--- config.mk ---
export PLATFORM = sky130hd
export DESIGN_NAME = display_mux_7seg_flat
export DESIGN_NICKNAME = d
export VERILOG_FILES = /design/src/rtl/display_mux_7seg_if.sv /design/src/rtl/display_mux_7seg.sv /design/src/flat_wrapper.sv
export SDC_FILE = /design/constraint.sdc
export NUM_CORES = 1
export LEC_CHECK = 0
export CAP_MARGIN = 20
export CORE_ASPECT_RATIO = 0.75
export CORE_UTILIZATION = 30
export DETAILED_ROUTE_END_ITERATION = 6
export SKIP_LAST_GASP = 1
export SLEW_MARGIN = 20
export SYNTH_ARGS = -nofsm -noshare
export SYNTH_HDL_FRONTEND = slang
export SYNTH_SLANG_ARGS = --single-unit
--- constraint.sdc ---
create_clock -name clk -period 4.3 [get_ports clk]
set_clock_uncertainty 0.05 [all_clocks]
set_input_delay 0.43 -clock clk [delete_from_list [all_inputs] [get_ports clk]]
set_output_delay 0.43 -clock clk [all_outputs]
set_load 0.1 [all_outputs]
--- src/rtl/display_mux_7seg_if.sv ---
`default_nettype none
// +------------------------------------------------------------------+
// | display_mux_7seg_if : BCD digit load and 7-segment drive bundle   |
// | Rev 1.0                                                           |
// +------------------------------------------------------------------+
interface display_mux_7seg_if;
    logic [3:0] dezena;
    logic [3:0] unidade;
    logic       valido;
    logic [6:0] seg;
    logic [1:0] an;

    modport master (
        output dezena,
        output unidade,
        output valido,
        input  seg,
        input  an
    );

    modport slave (
        input  dezena,
        input  unidade,
        input  valido,
        output seg,
        output an
    );
endinterface
`default_nettype wire

--- src/rtl/display_mux_7seg.sv ---
`default_nettype none
// +------------------------------------------------------------------+
// | display_mux_7seg : two-digit multiplexed 7-segment driver with    |
// | blanking gaps. Option macro: LEADING_ZERO_BLANK_EN. Rev 1.0       |
// +------------------------------------------------------------------+
module display_mux_7seg #(
    parameter int DIV = 50000,
    parameter int GAP = 16
) (
    input  wire                    clk,
    input  wire                    rst_n,
    display_mux_7seg_if.slave      bus
);

    typedef enum logic [1:0] {
        SHOW_U = 2'd0,
        GAP_U  = 2'd1,
        SHOW_D = 2'd2,
        GAP_D  = 2'd3
    } state_t;

    localparam logic [15:0] SHOW_LAST = 16'(DIV - 1);
    localparam logic [15:0] GAP_LAST  = 16'(GAP - 1);
    localparam bit          HAS_GAP   = (GAP != 0);

    state_t      state, state_nx;
    logic [15:0] cnt, cnt_nx;
    logic        running;
    logic [3:0]  cap_u, cap_d;
    logic [3:0]  disp_u, disp_d, disp_u_nx, disp_d_nx;
    logic [6:0]  seg_reg, seg_nx;
    logic [1:0]  an_reg, an_nx;

    function automatic logic [6:0] encode(input logic [3:0] digit);
        logic [6:0] code;
        case (digit)
            4'd0:    code = 7'h40;
            4'd1:    code = 7'h79;
            4'd2:    code = 7'h24;
            4'd3:    code = 7'h30;
            4'd4:    code = 7'h19;
            4'd5:    code = 7'h12;
            4'd6:    code = 7'h02;
            4'd7:    code = 7'h78;
            4'd8:    code = 7'h00;
            4'd9:    code = 7'h10;
            default: code = 7'h3F;
        endcase
        return code;
    endfunction

    always_comb begin
        state_nx  = state;
        cnt_nx    = cnt + 16'd1;
        disp_u_nx = disp_u;
        disp_d_nx = disp_d;
        an_nx     = 2'b11;
        seg_nx    = 7'h7F;

        // First edge out of reset is itself an entry into SHOW_U.
        if (!running) begin
            state_nx = SHOW_U;
            cnt_nx   = 16'd0;
        end else begin
            case (state)
                SHOW_U:  if (cnt == SHOW_LAST) state_nx = HAS_GAP ? GAP_U : SHOW_D;
                GAP_U:   if (cnt == GAP_LAST)  state_nx = SHOW_D;
                SHOW_D:  if (cnt == SHOW_LAST) state_nx = HAS_GAP ? GAP_D : SHOW_U;
                GAP_D:   if (cnt == GAP_LAST)  state_nx = SHOW_U;
                default: state_nx = SHOW_U;
            endcase
            if (state_nx != state) cnt_nx = 16'd0;
        end

        // Display only reloads at frame start, using the pre-edge capture.
        if (state_nx == SHOW_U && (!running || state != SHOW_U)) begin
            disp_u_nx = cap_u;
            disp_d_nx = cap_d;
        end

        case (state_nx)
            SHOW_U: begin
                an_nx  = 2'b10;
                seg_nx = encode(disp_u_nx);
            end
            SHOW_D: begin
`ifdef LEADING_ZERO_BLANK_EN
                if (disp_d_nx != 4'd0) begin
                    an_nx  = 2'b01;
                    seg_nx = encode(disp_d_nx);
                end
`else
                an_nx  = 2'b01;
                seg_nx = encode(disp_d_nx);
`endif
            end
            default: begin
                an_nx  = 2'b11;
                seg_nx = 7'h7F;
            end
        endcase
    end

    always_ff @(posedge clk) begin
        if (!rst_n) begin
            state   <= SHOW_U;
            cnt     <= 16'd0;
            running <= 1'b0;
            cap_u   <= 4'd0;
            cap_d   <= 4'd0;
            disp_u  <= 4'd0;
            disp_d  <= 4'd0;
            an_reg  <= 2'b11;
            seg_reg <= 7'h7F;
        end else begin
            state   <= state_nx;
            cnt     <= cnt_nx;
            running <= 1'b1;
            disp_u  <= disp_u_nx;
            disp_d  <= disp_d_nx;
            an_reg  <= an_nx;
            seg_reg <= seg_nx;
            if (bus.valido) begin
                cap_u <= bus.unidade;
                cap_d <= bus.dezena;
            end
        end
    end

    assign bus.seg = seg_reg;
    assign bus.an  = an_reg;

endmodule
`default_nettype wire
--- src/flat_wrapper.sv ---
// flat-port wrapper written by rule: the top's interface ports become plain ports
module display_mux_7seg_flat 
#(
    parameter int DIV = 50000,
    parameter int GAP = 16
)
  (clk, rst_n, bus_dezena, bus_unidade, bus_valido, bus_seg, bus_an);
  display_mux_7seg_if bus_i ();
  input  wire clk;
  input  wire rst_n;
  input wire logic [$bits(bus_i.dezena)-1:0] bus_dezena;
  input wire logic [$bits(bus_i.unidade)-1:0] bus_unidade;
  input wire logic [$bits(bus_i.valido)-1:0] bus_valido;
  output wire logic [$bits(bus_i.seg)-1:0] bus_seg;
  output wire logic [$bits(bus_i.an)-1:0] bus_an;
  assign bus_i.dezena = bus_dezena;
  assign bus_i.unidade = bus_unidade;
  assign bus_i.valido = bus_valido;
  assign bus_seg = bus_i.seg;
  assign bus_an = bus_i.an;
  display_mux_7seg #(.DIV(DIV), .GAP(GAP)) u_core (.clk(clk), .rst_n(rst_n), .bus(bus_i));
endmodule
======== After elaboration in Yosys (flattened, before gate mapping) ========
Memory sizes are Yosys's and may differ from the RTL's.
Cells that the tools add are included.
operators by class
  add/subtract/negate cells ............... 1
  equality and inequality tests ........... 7
  multiplexer cells ....................... 12
  bitwise gates (word level) .............. 2
  reduce and logical (&&, ||, !) cells .... 7
operators by type and width
  kind                                                                    count
  16-bit by 1-bit adder with 16-bit output, second input constant         1
  16-bit equality test, second input constant                             1
  16-bit by 4-bit equality test with 1-bit output, second input constant  1
  7-bit case mux with 2 select lines                                      1
  2-bit two-way mux                                                       6
  4-bit two-way mux                                                       2
  2-bit case mux with 4 select lines                                      1
  2-bit equality test, second input constant                              3
  2-bit zero test                                                         2
  2-bit case mux with 2 select lines                                      1
  3-bit OR reduction                                                      1
  2-bit by 1-bit equality test with 1-bit output, second input constant   1
  2-bit inequality test                                                   1
  1-bit inverter                                                          2
  2-bit nonzero test                                                      1
  1-bit logical AND                                                       1
  1-bit zero test                                                         1
  1-bit logical OR                                                        1
  1-bit two-way mux                                                       1
word-level totals
  register bits after elaboration ......... 44
  memory bits (read-only) ................. 224
  bits of input ports ..................... 11
  output and inout bits ................... 9
  logic and storage cells ................. 40
  memories kept ........................... 2
memories
  memory           words  width  rd ports  clocked after Yosys merged registers in  write ports  RTL line                text
  (no name shown)  16     7      1         0                                        0            display_mux_7seg.sv:36  case (digit)
  (no name shown)  16     7      1         0                                        0            display_mux_7seg.sv:36

======== Logic depth before layout (Yosys ltp) ========
An unclocked memory read counts as a cell.
  depth in word-level cells ............... 10
  mapped depth ............................ 16
  mapped depth without buffers ............ 14

======== Worst setup path after synthesis ========
No wires, ideal clock.
  kind .................................... register to register
  start point ............................. reg u_core.cnt[0]
  end point ............................... reg u_core.seg_reg[3] (netlist: u_core.bus.seg[3])
  setup time .............................. 79 ps
  arrival ................................. 3278 ps
  required time ........................... 4171 ps
  slack ................................... 893 ps
  cell stages (with the launch flop) ...... 15
  buffers on the path ..................... 2
  clock period less this slack ............ 3407 ps
  cell sequence ........................... dfxtp_1 ha_1 and3_1 bufbuf_8 and3_1 a21oi_1 buf_2 mux2i_1 inv_1 ha_1 a21oi_1 nand2_1 a221oi_1 o2111ai_1 o211ai_1
on the way
  cells in the longest elaborated chain, start to end .. 10
  elaborated cells on any way between the ends .. 17
  classes of those cells .................. eq/ne (3); mux (10); reduce/logical (2); memory (2)
RTL lines
  item                                                                                            RTL line                 text
  start: declaration                                                                              display_mux_7seg.sv:27   logic [15:0] cnt, cnt_nx;
  start signal: assignment                                                                        display_mux_7seg.sv:117  cnt <= cnt_nx;
  16-bit by 4-bit equality test with 1-bit output / 16-bit equality test (equally long branches)  n/a
  2-bit two-way mux (on tied branches)                                                            n/a
  2-bit case mux with 4 select lines (*)                                                          display_mux_7seg.sv:65   case (state)
  2-bit two-way mux (*) (2 in series)                                                             display_mux_7seg.sv:61   if (!running) begin
  2-bit zero test (*)                                                                             display_mux_7seg.sv:76   if (state_nx == SHOW_U && (!running || state != SHOW_U)) begin
  1-bit logical AND (*)                                                                           display_mux_7seg.sv:76
  4-bit two-way mux (*)                                                                           display_mux_7seg.sv:76
  net u_core.disp_d_nx[0]                                                                         display_mux_7seg.sv:30   logic [3:0] disp_u, disp_d, disp_u_nx, disp_d_nx;
  memory read 16 x 7 bit (*)                                                                      n/a
  7-bit case mux with 2 select lines (*)                                                          display_mux_7seg.sv:81   case (state_nx)
  end signal: assignment                                                                          display_mux_7seg.sv:122  seg_reg <= seg_nx;
  end: declaration                                                                                display_mux_7seg.sv:31   logic [6:0] seg_reg, seg_nx;
Mark *: on every way through the listed nets, which the timed path passes. The rest lies on a longest branch. The select of a mux whose other input is x is not followed.
A chain may end at the register's enable or synchronous reset.

======== Final worst setup path ========
  start point ............................. reg u_core.cnt[5]
  end point ............................... reg u_core.seg_reg[3] (netlist: u_core.bus.seg[3])
Same word-level chain as after synthesis.

==> impl_metrics.json <==
{
  "start_util": 0.311,
  "tns_ns": 0,
  "worst_setup_path_start_kind": "register",
  "grt_pass1_vias": 1883,
  "cts_resized": 0,
  "synth.avg_cell_area_sq_um": 8.52,
  "final_common_cell": "nor2_1",
  "tightest_slew_ns": 0.964,
  "cts-root-buf": "clkbuf_8",
  "numPortBuffers": 19,
  "crit_path_end_kind": "register",
  "cts_max_path_buffers": 2,
  "cts_setup_buffers": 0,
  "slowest_stage": "nor3_1",
  "cts_tree": "yes",
  "place_congestion": 0.897,
  "hp-class": "reg2reg",
  "syn_nets": 314,
  "cts_sinks": 44,
  "core-area_sq_um": 7950,
  "syn_to_final_growth_pct": 15.0,
  "fmax_mhz": 289,
  "p_leak_nw": 1.13,
  "antenna_left": 0,
  "finalSetupViolations": 0,
  "synthCells": 290,
  "synth_top_area_frac": 0.356,
  "synth_edf_count": 0,
  "max_slew_margin": 0.355,
  "ys_dominant_reg_cell": "dfxtp_1",
  "ys_seq_area_frac": 0.356,
  "fin_crit_ns": 3.46,
  "final_cell_mix": "nor2_1, dfxtp_1, nand2_1",
  "die_h_um": 80.6,
  "clkLatencyLatePin_ns": 0.29,
  "power_density_nw_per_um2": 305,
  "ys_types": 54,
  "antenna_cells": 0,
  "drc": 0,
  "grt_use_total": 0.144,
  "r2r_slack_ns": 0.84,
  "crit_family": "simple AND/OR/NAND/NOR gates",
  "synth-seq-cells": 44,
  "cts_hold_buf": 0,
  "placement_rows": 28,
  "rsz0062_at_grt": "false",
  "syn-cell-area_sq_um": 2470,
  "utilization": 0.357,
  "viasPerCell": 5.10,
  "drv_slew": 0,
  "wirelength_um": 5680,
  "cp.required_ns": 4.47,
  "layout-drive-gt1-share": 0.0615,
  "yosysTopAreaCell": "dfxtp_1",
  "dieArea_sq_um": 8610,
  "path_clk_slew_ns": 0.08,
  "wl_per_cell_um": 13.7,
  "worstPathCellList": "nor3_1 > and3_1 > a21oi_1 > mux2i_1 > inv_1 > ha_1 > a21oi_1 > o21ai_0 > a221oi_1 > o2111ai_1 > o211ai_1",
  "slowest_delay_ns": 0.61,
  "die_x_um": 107,
  "hold_violations": 0,
  "preCtsSetupSlack_ns": 0.936,
  "vdd_drop_max_uv": 158,
  "maxCapViolCount": 0,
  "critical_path_class": "reg2reg",
  "dr.pass1.iters": 6,
  "grt_max_degree": 18,
  "arrival_ns": 3.64,
  "status": "finished, final reports clean",
  "worstPathMaxFanout": 6,
  "worst_path_most_repeated_cell": "a21oi_1",
  "nFillCells": 793,
  "antenna_found_initial": 0,
  "fin_ws_ns": 0.835,
  "yosys-top-cells-area": "dfxtp_1, nor2_1, mux2i_1",
  "h-tree-depth": 2,
  "period_share": 0.806,
  "via_count": 2111,
  "yosysWarningCount": 0,
  "async_flop_share": 0,
  "grt_pass1_wl_um": 9490,
  "num_io_pins": 20,
  "largest_reg_flops": 16,
  "layout.nets": 332,
  "drt-initial-drc-count": 201,
  "cts_buffers": 5,
  "critical_path_buf_inv_count": 1,
  "grt.overflow.total": 0,
  "hpwl_um": 4240
}
## layout make-up
class | instances | area, sq um | share of cell area
Timing Repair Buffer | 20 | 198 | 0.0695
Clock inverter | 1 | 7.51 | 0.00264
Tap cell | 105 | 131 | 0.0462
Sequential cell | 44 | 881 | 0.310
Multi-Input combinational cell | 220 | 1480 | 0.519
Clock buffer | 7 | 86.3 | 0.0304
Inverter | 17 | 63.8 | 0.0224
## path summary, 6_finish.rpt
kind / cells past startpoint / to / from
min: 1 / u_core.cnt[0]$_SDFF_PP0_ / u_core.cnt[0]$_SDFF_PP0_
max reg2reg: 11 / u_core.bus.seg[3]$_SDFF_PN1_ / u_core.cnt[5]$_SDFF_PP0_
min reg2reg: 1 / u_core.cnt[0]$_SDFF_PP0_ / u_core.cnt[0]$_SDFF_PP0_
max: 11 / u_core.bus.seg[3]$_SDFF_PN1_ / u_core.cnt[5]$_SDFF_PP0_
## kinds of logic (layout without fill, tap and decap cells)
logic type               count (synthesis)  in the layout  synth area share
multiplexers                            20             20            0.0820
flip-flops                              44             44             0.356
AND/OR/NAND/NOR                        117            117             0.240
AO/OA/AOI/OAI                           55             55             0.156
XOR/XNOR                                15             15            0.0532
buffers and inverters                   26             45            0.0466
adder cells (fa/ha/maj)                 13             13            0.0658
## routing by layer
metal	GRT usage	vias up	share of wire
met4	0.0397	0	0.013
met2	0.212	72	0.43
met5	0	-	0
met3	0.0341	8	0.062
li1	-	1054	-
met1	0.206	977	0.50
## stage by stage
step / instance area, sq um / hold slack [ns] / std cells / power [mW]
after global placement: 2750 / 0.380 / 406 / 0.604
final: 2840 / 0.401 / 414 / 0.867
after detailed placement: 2750 / 0.390 / 406 / 0.604
after floorplan: 2470 / 0.368 / 290 / 0.561
after CTS: 2840 / 0.405 / 414 / 0.878
after global routing: 2840 / 0.431 / 414 / 0.914
## report_power, final
part | total, mW | switching [mW] | internal (mW) | leakage (nW)
clock network | 0.272 | 0.141 | 0.131 | 0.0445
logic | 0.159 | 0.105 | 0.0538 | 0.729
registers | 0.437 | 0.0141 | 0.423 | 0.360
## synthesized netlist by cell type, types with 4 or more instances
| cell | n |
|---|---|
| xnor2_1 | 9 |
| clkbuf_1 | 5 |
| o31ai_1 | 4 |
| inv_1 | 16 |
| o21ai_0 | 9 |
| nand3_1 | 7 |
| nand2_1 | 20 |
| xor2_1 | 6 |
| nor2_1 | 52 |
| and3_1 | 8 |
| dfxtp_1 | 44 |
| mux2i_1 | 18 |
| o211ai_1 | 4 |
| ha_1 | 13 |
| nor3_1 | 10 |
| a21oi_1 | 12 |
Note: power is estimated with default switching activity, not from simulation.
